==> src/rtl/square_wave_sequencer_pkg.sv <==
// Shared types for the square-wave program sequencer.
// State encoding and table entry field widths.
package square_wave_sequencer_pkg;

    localparam int M_W = 4;
    localparam int N_W = 4;

    typedef enum logic [2:0] {
        IDLE,
        LOAD,
        RUN,
        NEXT,
        DONE
    } state_t;

endpackage

==> src/rtl/square_wave_sequencer_seq_table.sv <==
// Program table: one synchronous write port, one combinational read port.
// The whole table is cleared while reset is low.
module seq_table
    import square_wave_sequencer_pkg::*;
#(
    parameter int DEPTH = 4,
    parameter int CW    = 8,
    localparam int IW   = $clog2(DEPTH)
) (
    input  logic           clk,
    input  logic           reset,
    input  logic           wr_en,
    input  logic [IW-1:0]  wr_addr,
    input  logic [M_W-1:0] wr_m,
    input  logic [N_W-1:0] wr_n,
    input  logic [CW-1:0]  wr_cycles,
    input  logic [IW-1:0]  rd_addr,
    output logic [M_W-1:0] rd_m,
    output logic [N_W-1:0] rd_n,
    output logic [CW-1:0]  rd_cycles
);

    logic [M_W-1:0] m_mem [DEPTH];
    logic [N_W-1:0] n_mem [DEPTH];
    logic [CW-1:0]  c_mem [DEPTH];

    always_ff @(posedge clk) begin
        if (!reset) begin
            for (int i = 0; i < DEPTH; i++) begin
                m_mem[i] <= '0;
                n_mem[i] <= '0;
                c_mem[i] <= '0;
            end
        end else if (wr_en) begin
            m_mem[wr_addr] <= wr_m;
            n_mem[wr_addr] <= wr_n;
            c_mem[wr_addr] <= wr_cycles;
        end
    end

    assign rd_m      = m_mem[rd_addr];
    assign rd_n      = n_mem[rd_addr];
    assign rd_cycles = c_mem[rd_addr];

endmodule

==> src/rtl/square_wave_sequencer.sv <==
// Plays a table of (m, n, cycles) entries on one square_wave generator.
// All outputs are registered from the next-state decision.
module square_wave_sequencer
    import square_wave_sequencer_pkg::*;
#(
    parameter int DEPTH = 4,
    parameter int CW    = 8,
    localparam int IW   = $clog2(DEPTH)
) (
    input  logic           clk,
    input  logic           reset,
    input  logic           start,
    input  logic           abort,
    input  logic           loop,
    input  logic [IW-1:0]  last_idx,
    input  logic           wr_en,
    input  logic [IW-1:0]  wr_addr,
    input  logic [M_W-1:0] wr_m,
    input  logic [N_W-1:0] wr_n,
    input  logic [CW-1:0]  wr_cycles,
    input  logic           sq_out,
    output logic           sq_en,
    output logic           sq_clr,
    output logic [M_W-1:0] sq_m,
    output logic [N_W-1:0] sq_n,
    output logic           busy,
    output logic           done,
    output logic [IW-1:0]  cur_idx
);

    state_t         state, state_nx;
    logic [IW-1:0]  idx_nx;
    logic [CW-1:0]  cycles_q;
    logic [CW-1:0]  period_cnt, period_cnt_nx;
    logic           sq_out_d;
    logic           rise;
    logic           skip;
    logic [M_W-1:0] rd_m;
    logic [N_W-1:0] rd_n;
    logic [CW-1:0]  rd_cycles;

    // Read address is the index being loaded, so LOAD sees pre-write data.
    seq_table #(.DEPTH(DEPTH), .CW(CW)) u_table (
        .clk       (clk),
        .reset     (reset),
        .wr_en     (wr_en),
        .wr_addr   (wr_addr),
        .wr_m      (wr_m),
        .wr_n      (wr_n),
        .wr_cycles (wr_cycles),
        .rd_addr   (idx_nx),
        .rd_m      (rd_m),
        .rd_n      (rd_n),
        .rd_cycles (rd_cycles)
    );

    assign rise = sq_out & ~sq_out_d;
    assign skip = (cycles_q == '0) || (sq_m == '0) || (sq_n == '0);

    always_comb begin
        state_nx      = state;
        idx_nx        = cur_idx;
        period_cnt_nx = period_cnt;
        unique case (state)
            IDLE: begin
                if (start) begin
                    state_nx = LOAD;
                    idx_nx   = '0;
                end
            end
            LOAD: state_nx = skip ? NEXT : RUN;
            RUN: begin
                if (rise) begin
                    if (period_cnt == cycles_q - CW'(1))
                        state_nx = NEXT;
                    else
                        period_cnt_nx = period_cnt + CW'(1);
                end
            end
            NEXT: begin
                if (cur_idx != last_idx) begin
                    idx_nx   = cur_idx + IW'(1);
                    state_nx = LOAD;
                end else if (loop) begin
                    idx_nx   = '0;
                    state_nx = LOAD;
                end else begin
                    state_nx = DONE;
                end
            end
            DONE:    state_nx = IDLE;
            default: state_nx = IDLE;
        endcase
        if (abort && state != IDLE)
            state_nx = IDLE;
    end

    always_ff @(posedge clk) begin
        if (!reset) begin
            state      <= IDLE;
            cur_idx    <= '0;
            sq_m       <= '0;
            sq_n       <= '0;
            cycles_q   <= '0;
            period_cnt <= '0;
            sq_out_d   <= 1'b0;
            sq_en      <= 1'b0;
            sq_clr     <= 1'b1;
            busy       <= 1'b0;
            done       <= 1'b0;
        end else begin
            state      <= state_nx;
            period_cnt <= period_cnt_nx;
            sq_out_d   <= (state == LOAD) ? 1'b0 : sq_out;
            sq_en      <= (state_nx == RUN);
            sq_clr     <= (state_nx != RUN);
            busy       <= (state_nx != IDLE);
            done       <= (state_nx == DONE);
            if (state_nx == LOAD) begin
                cur_idx    <= idx_nx;
                sq_m       <= rd_m;
                sq_n       <= rd_n;
                cycles_q   <= rd_cycles;
                period_cnt <= '0;
                sq_out_d   <= 1'b0;
            end
        end
    end

endmodule

==> config.mk <==
export PLATFORM = sky130hd
export DESIGN_NAME = square_wave_sequencer
export DESIGN_NICKNAME = d
export VERILOG_FILES = /design/src/rtl/square_wave_sequencer_pkg.sv /design/src/rtl/square_wave_sequencer_seq_table.sv /design/src/rtl/square_wave_sequencer.sv
export SDC_FILE = /design/constraint.sdc
export NUM_CORES = 1
export LEC_CHECK = 0
export ABC_AREA = 0
export CORE_ASPECT_RATIO = 1.5
export CORE_MARGIN = 2
export CORE_UTILIZATION = 28
export CTS_BUF_LIST = sky130_fd_sc_hd__clkbuf_16
export CTS_CLUSTER_SIZE = 14
export DETAILED_ROUTE_END_ITERATION = 16
export MAX_ROUTING_LAYER = met4
export PLACE_DENSITY = 0.41
export SLEW_MARGIN = 40
export SYNTH_ARGS = -nofsm -noshare
export SYNTH_HDL_FRONTEND = slang
export SYNTH_SLANG_ARGS = --single-unit
==> constraint.sdc <==
create_clock -name clk -period 3.5 [get_ports clk]
set_input_delay 0.35 -clock clk [delete_from_list [all_inputs] [get_ports clk]]
set_output_delay 0.35 -clock clk [all_outputs]
set_load 0.01 [all_outputs]
### Word-level counts from Yosys, hierarchy flattened

Memories as Yosys holds them, arrays and structs flattened. A register that Yosys moved wholly into a read port is not among the register bits.
Index checks and enable logic that the tools add are counted.
Widths: inputs -> output; s select.

| word-level totals | value |
|---|---|
| input bits | 27 |
| memory bits (writable) | 64 |
| word-level logic and storage cells | 70 |
| output and inout bits | 14 |
| flip-flop bits (word level) | 18 |
| memories kept | 3 |

| operators by class | value |
|---|---|
| eq/ne operators | 9 |
| $add $sub $neg | 3 |
| reduce and logical (&&, ||, !) cells | 18 |
| bitwise logic cells | 4 |
| multiplexer cells | 25 |

Memory list:

| memory | depth | width | read ports | clocked after memory_dff | write ports | RTL line | source |
|---|---|---|---|---|---|---|---|
| u_table.c_mem | 4 | 8 | 1 | 1 | 4 | square_wave_sequencer_seq_table.sv:25 | `logic [CW-1:0] c_mem [DEPTH];` |
| u_table.m_mem | 4 | 4 | 1 | 1 | 4 | square_wave_sequencer_seq_table.sv:23 | `logic [M_W-1:0] m_mem [DEPTH];` |
| u_table.n_mem | 4 | 4 | 1 | 1 | 4 | square_wave_sequencer_seq_table.sv:24 | `logic [N_W-1:0] n_mem [DEPTH];` |

Operator list:

| operator | count |
|---|---|
| $mux 3 | 6 |
| $mux 2 | 6 |
| $pmux 3 s4 | 1 |
| $eq 3x2->1 const B | 3 |
| $add 8x1->8 const B | 1 |
| $eq 8x8->1 | 1 |
| $logic_not 4->1 | 2 |
| $logic_not 8->1 | 1 |
| $mux 1 | 8 |
| $mux 4 | 2 |
| $mux 8 | 1 |
| $reduce_or 4->1 | 2 |
| $reduce_or 8->1 | 1 |
| $sub 8x1->8 const B | 1 |
| $eq 3x1->1 const B | 2 |
| $reduce_bool 3->1 | 2 |
| $pmux 2 s2 | 1 |
| $eq 3x3->1 const B | 1 |
| $logic_not 1->1 | 3 |
| $logic_not 3->1 | 1 |
| $ne 3x2->1 const B | 1 |
| $not 1->1 | 3 |
| $reduce_and 3->1 | 1 |
| $reduce_or 3->1 | 1 |
| 6 further kinds | 7 |

### Depth between registers and ports, before layout

| logic depth | value |
|---|---|
| word-level depth | 8 |
| mapped depth | 13 |

### Cells and area by module

A second synthesis with hierarchy kept.

| second synthesis, totals | value |
|---|---|
| cells, all modules | 345 |
| area total of the unflattened synthesis | 4501.8 sq um |

Modules (own cells, without submodules):

| module | area an instance (sq um) | times used | cells an instance |
|---|---|---|---|
| seq_table | 2856.5 | 1 | 172 |
| square_wave_sequencer | 1645.3 | 1 | 173 |

### Worst setup path after synthesis

Ideal clock, no wire load.

| timing | value |
|---|---|
| path kind | register to register |
| start point | reg cycles_q[0] (read register of u_table.c_mem) |
| end point | reg cycles_q[1] (read register of u_table.c_mem) |
| required time | 3.383 ns |
| clock period less this slack | 2.453 ns |
| stages on the path, launching flop included | 13 |
| slack | 1.047 ns |
| arrival | 2.336 ns |
| library setup time | 0.117 ns |
| cells stage by stage | dfxtp_1 > buf_2 > inv_1 > ha_1 > buf_2 > o21bai_1 > a211o_2 > a21oi_1 > o21ai_2 > o31ai_2 > a21boi_1 > buf_6 > a22o_2 |

| on the way | value |
|---|---|
| cells in the longest elaborated chain, start to end | 7 |

Ends and longest elaborated chain:

| what | RTL line | source |
|---|---|---|
| start, declared | square_wave_sequencer.sv:33 | `logic [CW-1:0] cycles_q;` |
| $sub 8x1->8 / $logic_not 8->1 (equally long branches) | square_wave_sequencer.sv:74, square_wave_sequencer.sv:58 |  |
| $eq 8x8->1 / $logic_or 1x1->1 (equally long branches) | square_wave_sequencer.sv:74, square_wave_sequencer.sv:58 |  |
| $mux 3 / $logic_or 1x1->1 (equally long branches) | square_wave_sequencer.sv:74, square_wave_sequencer.sv:58 |  |
| $mux 3 / $mux 1 (equally long branches) | square_wave_sequencer.sv:73, square_wave_sequencer.sv:71 |  |
| $pmux 3 s4 (*) | square_wave_sequencer.sv:64 | `unique case (state)` |
| $mux 3 (*) | square_wave_sequencer.sv:94 | `if (abort && state != IDLE)` |
| $eq 3x1->1 (*) | square_wave_sequencer.sv:119 | `if (state_nx == LOAD) begin` |

Every way passes the cells marked *; elsewhere a longest branch is shown, timed or not.
A chain may end at the register's enable or synchronous reset.

### Worst setup path in the final report

| timing | value |
|---|---|
| start point | reg cycles_q[0] (read register of u_table.c_mem) |
| end point | reg cycles_q[3] (read register of u_table.c_mem) |

Same word-level chain as after synthesis.

==> metrics.md <==
| Metric | Value |
|---|---|
| Status | completed |
| Setup TNS | 0 ns |
| Total of max-cap violations | 0 |
| Post-cts repair resize count | 0 |
| Diode count | 0 |
| Cells after Synth | 384 |
| Number of placement rows | 57 |
| Synth top area cells | edfxtp_1 41%, dfxtp_1 15%, mux2i_1 11% |
| FMAX | 376 MHz |
| Worst Hold Slack | 0.528 ns |
| Post-synth EDFFs | 64 |
| Die area | 0.0177 mm2 |
| Initial antenna violation count | 0 |
| Relative slew slack | 59.8% |
| Reg2Reg Launch Point | cycles_q[0]$_SDFFE_PN0N_ |
| Via count | 3006 |
| Routed wire length | 10700 um |
| Reg2reg path depth | 10 |
| Post-DP HPWL | 7290 um |
| Via-to-Cell Ratio | 4.72 |
| Syn_nets | 413 |
| First-pass GRT wire length | 17000 um |
| CP endpoint kind | register |
| Buf+Inv Stages, Crit Path | 2 |
| Slowest CP cell | dfxtp_1 |
| Hold/Removal Path Class | register to register |
| Placed cell count | 621 |
| Crit path cell chain | inv_1 > ha_1 > o21bai_1 > a211o_2 > a21oi_1 > o21ai_2 > o31ai_2 > a21boi_1 > buf_4 > a22o_2 |
| Worst hold path depth | 2 |
| Req. time, crit path | 3.74 ns |
| Clk buf depth | 2 |
| Detailed Route Iter0 Violations | 123 |
| Netlist Area Pre-Place | 0.00466 mm2 |
| Pwr dens | 494 mW/mm2 |
| Core ar. | 0.0163 mm2 |
| Root buf cell | clkbuf_16 |
| Critical Path Start | cycles_q[0]$_SDFFE_PN0N_ |
| Ports | 41 |
| Clock sink total | 98 |
| CTS clk-pin slew, worst paths | 0.07 ns |
| 1st-pass router iterations | 4 |
| Gr ovfl total | 0 |
| Layout area overhead | 20.0% |
| Synth cell count leaders | 64 x edfxtp_1, 51 x mux2i_1, 48 x and2_1, 34 x dfxtp_1, 19 x and3_1 |
| Share of post-route cells with drive strength above 1 | 12.3% |
| Die X | 109 um |
| Cts hold-fix bufs | 0 |
| Seq cells post-synth | 98 |
| H-tree depth | 3 |
| Setup Skew | 0.00767 ns |
| Peak supply drop | 0.000204 V |
| WS Path Type | register to register |
| Async set-or-reset flop fraction in the synthesized netlist | 0% |
| Hold Fails Final Rpt | 0 |
| Most frequent cell after synthesis | edfxtp_1 |
| Drt drc | 0 |
| RSZ-0062 raised after global routing | false |
| Yosys top cell area share | 41.3% |
| Largest area contributor in the netlist | edfxtp_1 |
| Yosys warns | 0 |
| Synth unique cells | 54 |
| Mean Syn Cell Area | 12.1 um2 |
| Port buffer count | 40 |
| Period utilization | 76.1% |
| Min Tclk post-route | 2.66 ns |
| Worst path arrival time | 2.90 ns |
| Setup Fix Bufs, Post-CTS | 0 |
| Hold path startpoint | period_cnt[7]$_SDFFE_PP0P_ |
| DR WL/cell | 16.7 um |
| CP Launch Type | register |
| Die Y | 162 um |
| Fin nets | 455 |
| Initial Util | 28.6% |
| Slew Limit Fails | 0 |
| GRT Total Usage | 13.3% |
| Leakage power | 2.35 nW |
| Pin count of the biggest net entering global routing | 33 |
| Crit path max-delay family | compound AO/OA/AOI/OAI gates |
| Vias in the first global route | 3128 |
| Actual slew at the worst max-slew pin | 0.598 ns |
| Remaining antenna violation count | 0 |
| Most common flop cell mapped by yosys | edfxtp_1 |
| Clock latency on the worst-skew pair | 0.35 ns |
| CP max FO | 20 |
| Gp weighted congestion | 0.738 |
| CP max stage delay | 0.45 ns |
| Fin cells | 637 |
| CTS tree | done |
| Final setup violation count | 0 |
| CTS Buf Count | 9 |
| Seq/Total Area, Yosys | 55.9% |
| FF-to-FF setup slack | 0.84 ns |
| Worst path depth | 10 |
layer usage:
metal	vias up	track usage (%)	share of wire, %
li1	1499	-	-
met1	1457	14.9	42
met2	38	23.4	54
met3	12	2.13	2.6
met4	0	4.89	1.5
met5	-	-	0
registers in the layout, indices dropped and copies added (netlist names):
register       flops
u_table.c_mem     32
u_table.m_mem     16
u_table.n_mem     16
cycles_q           8
period_cnt         8
sq_m               4
sq_n               4
state              3
cur_idx            2
busy               1
done               1
sq_clr             1
sq_en              1
sq_out_d           1
cells by family (layout without fill, tap and decap cells):
logic type               count (synthesis)  count (layout)  share of synthesized area (%)
AO/OA/AOI/OAI                           54              54                           9.48
XOR/XNOR                                15              15                           2.82
adder cells (fa/ha/maj)                  2               2                          0.537
buffers and inverters                   27              74                           3.52
flip-flops                              98              98                           55.9
multiplexers                            51              51                           11.0
AND/OR/NAND/NOR                        137             137                           16.8
path summary, 6_finish.rpt:
path	end
setup / recovery	cycles_q[3]$_SDFFE_PN0N_
hold / removal	period_cnt[7]$_SDFFE_PP0P_
setup reg to reg	cycles_q[3]$_SDFFE_PN0N_
hold reg to reg	period_cnt[7]$_SDFFE_PP0P_
cell usage in the layout (no fill, tap or decap), types with 2 or more instances in the layout:
cell type        synthesis  final
a21oi_1                  3      3
a22o_1                   6      6
a22o_2                  10     10
and2_1                  48     48
and3_1                  19     19
and4_1                   2      2
buf_4                    4     14
clkbuf_16                0      9
clkdlybuf4s50_1          0     40
clkinv_4                 0      2
clkinvlp_4               0      3
dfxtp_1                 34     34
edfxtp_1                64     64
ha_1                     2      2
inv_1                    3      3
inv_8                    0      2
mux2i_1                 51     51
nand2_1                 15     15
nand2b_1                 5      5
nand3_1                  6      6
nand4_1                  2      2
nor2_1                  17     17
nor3_1                  11     11
nor3b_1                  2      2
nor4_1                   3      3
o21a_1                   6      6
o21ai_0                  6      6
o31ai_1                  2      2
o31ai_2                  2      2
or3_1                    3      3
xnor2_1                  9      9
xor2_1                   6      6
power by group:
| part | leakage [nW] | switching [W] | internal [W] |
|---|---|---|---|
| registers | 0.899 | 0.0000627 | 0.00133 |
| logic | 1.32 | 0.000213 | 0.000204 |
| clock network | 0.132 | 0.000463 | 0.000495 |
final cells by class:
cell class,count,area (um2)
clock buffers,9,225
flip-flops and latches,98,2600
fillers,1632,10700
multi-input cells,259,1910
repair buffers,55,526
well taps,206,258
clock inverters,7,62.6
inverters,3,11.3
worst min-delay path: stages, from the launching register on:
cell and delay [ns]:
dfxtp_1 0.34, o21ai_0 0.08, a21oi_1 0.06
through the flow:
| step | cell area, um2 | utilization [%] | total power (W) | setup slack (ns) |
|---|---|---|---|---|
| after global routing | 5590 | 34.4 | 0.00290 | 0.626 |
| final | 5590 | 34.4 | 0.00276 | 0.838 |
| after CTS | 5590 | 34.4 | 0.00280 | 0.817 |
| after detailed placement | 5300 | 32.6 | 0.00184 | 0.742 |
| after global placement | 5300 | 32.6 | 0.00184 | 0.745 |
| after floorplan | 4660 | - | 0.00168 | 1.05 |
No activity file was read; power rests on OpenSTA's default activity.
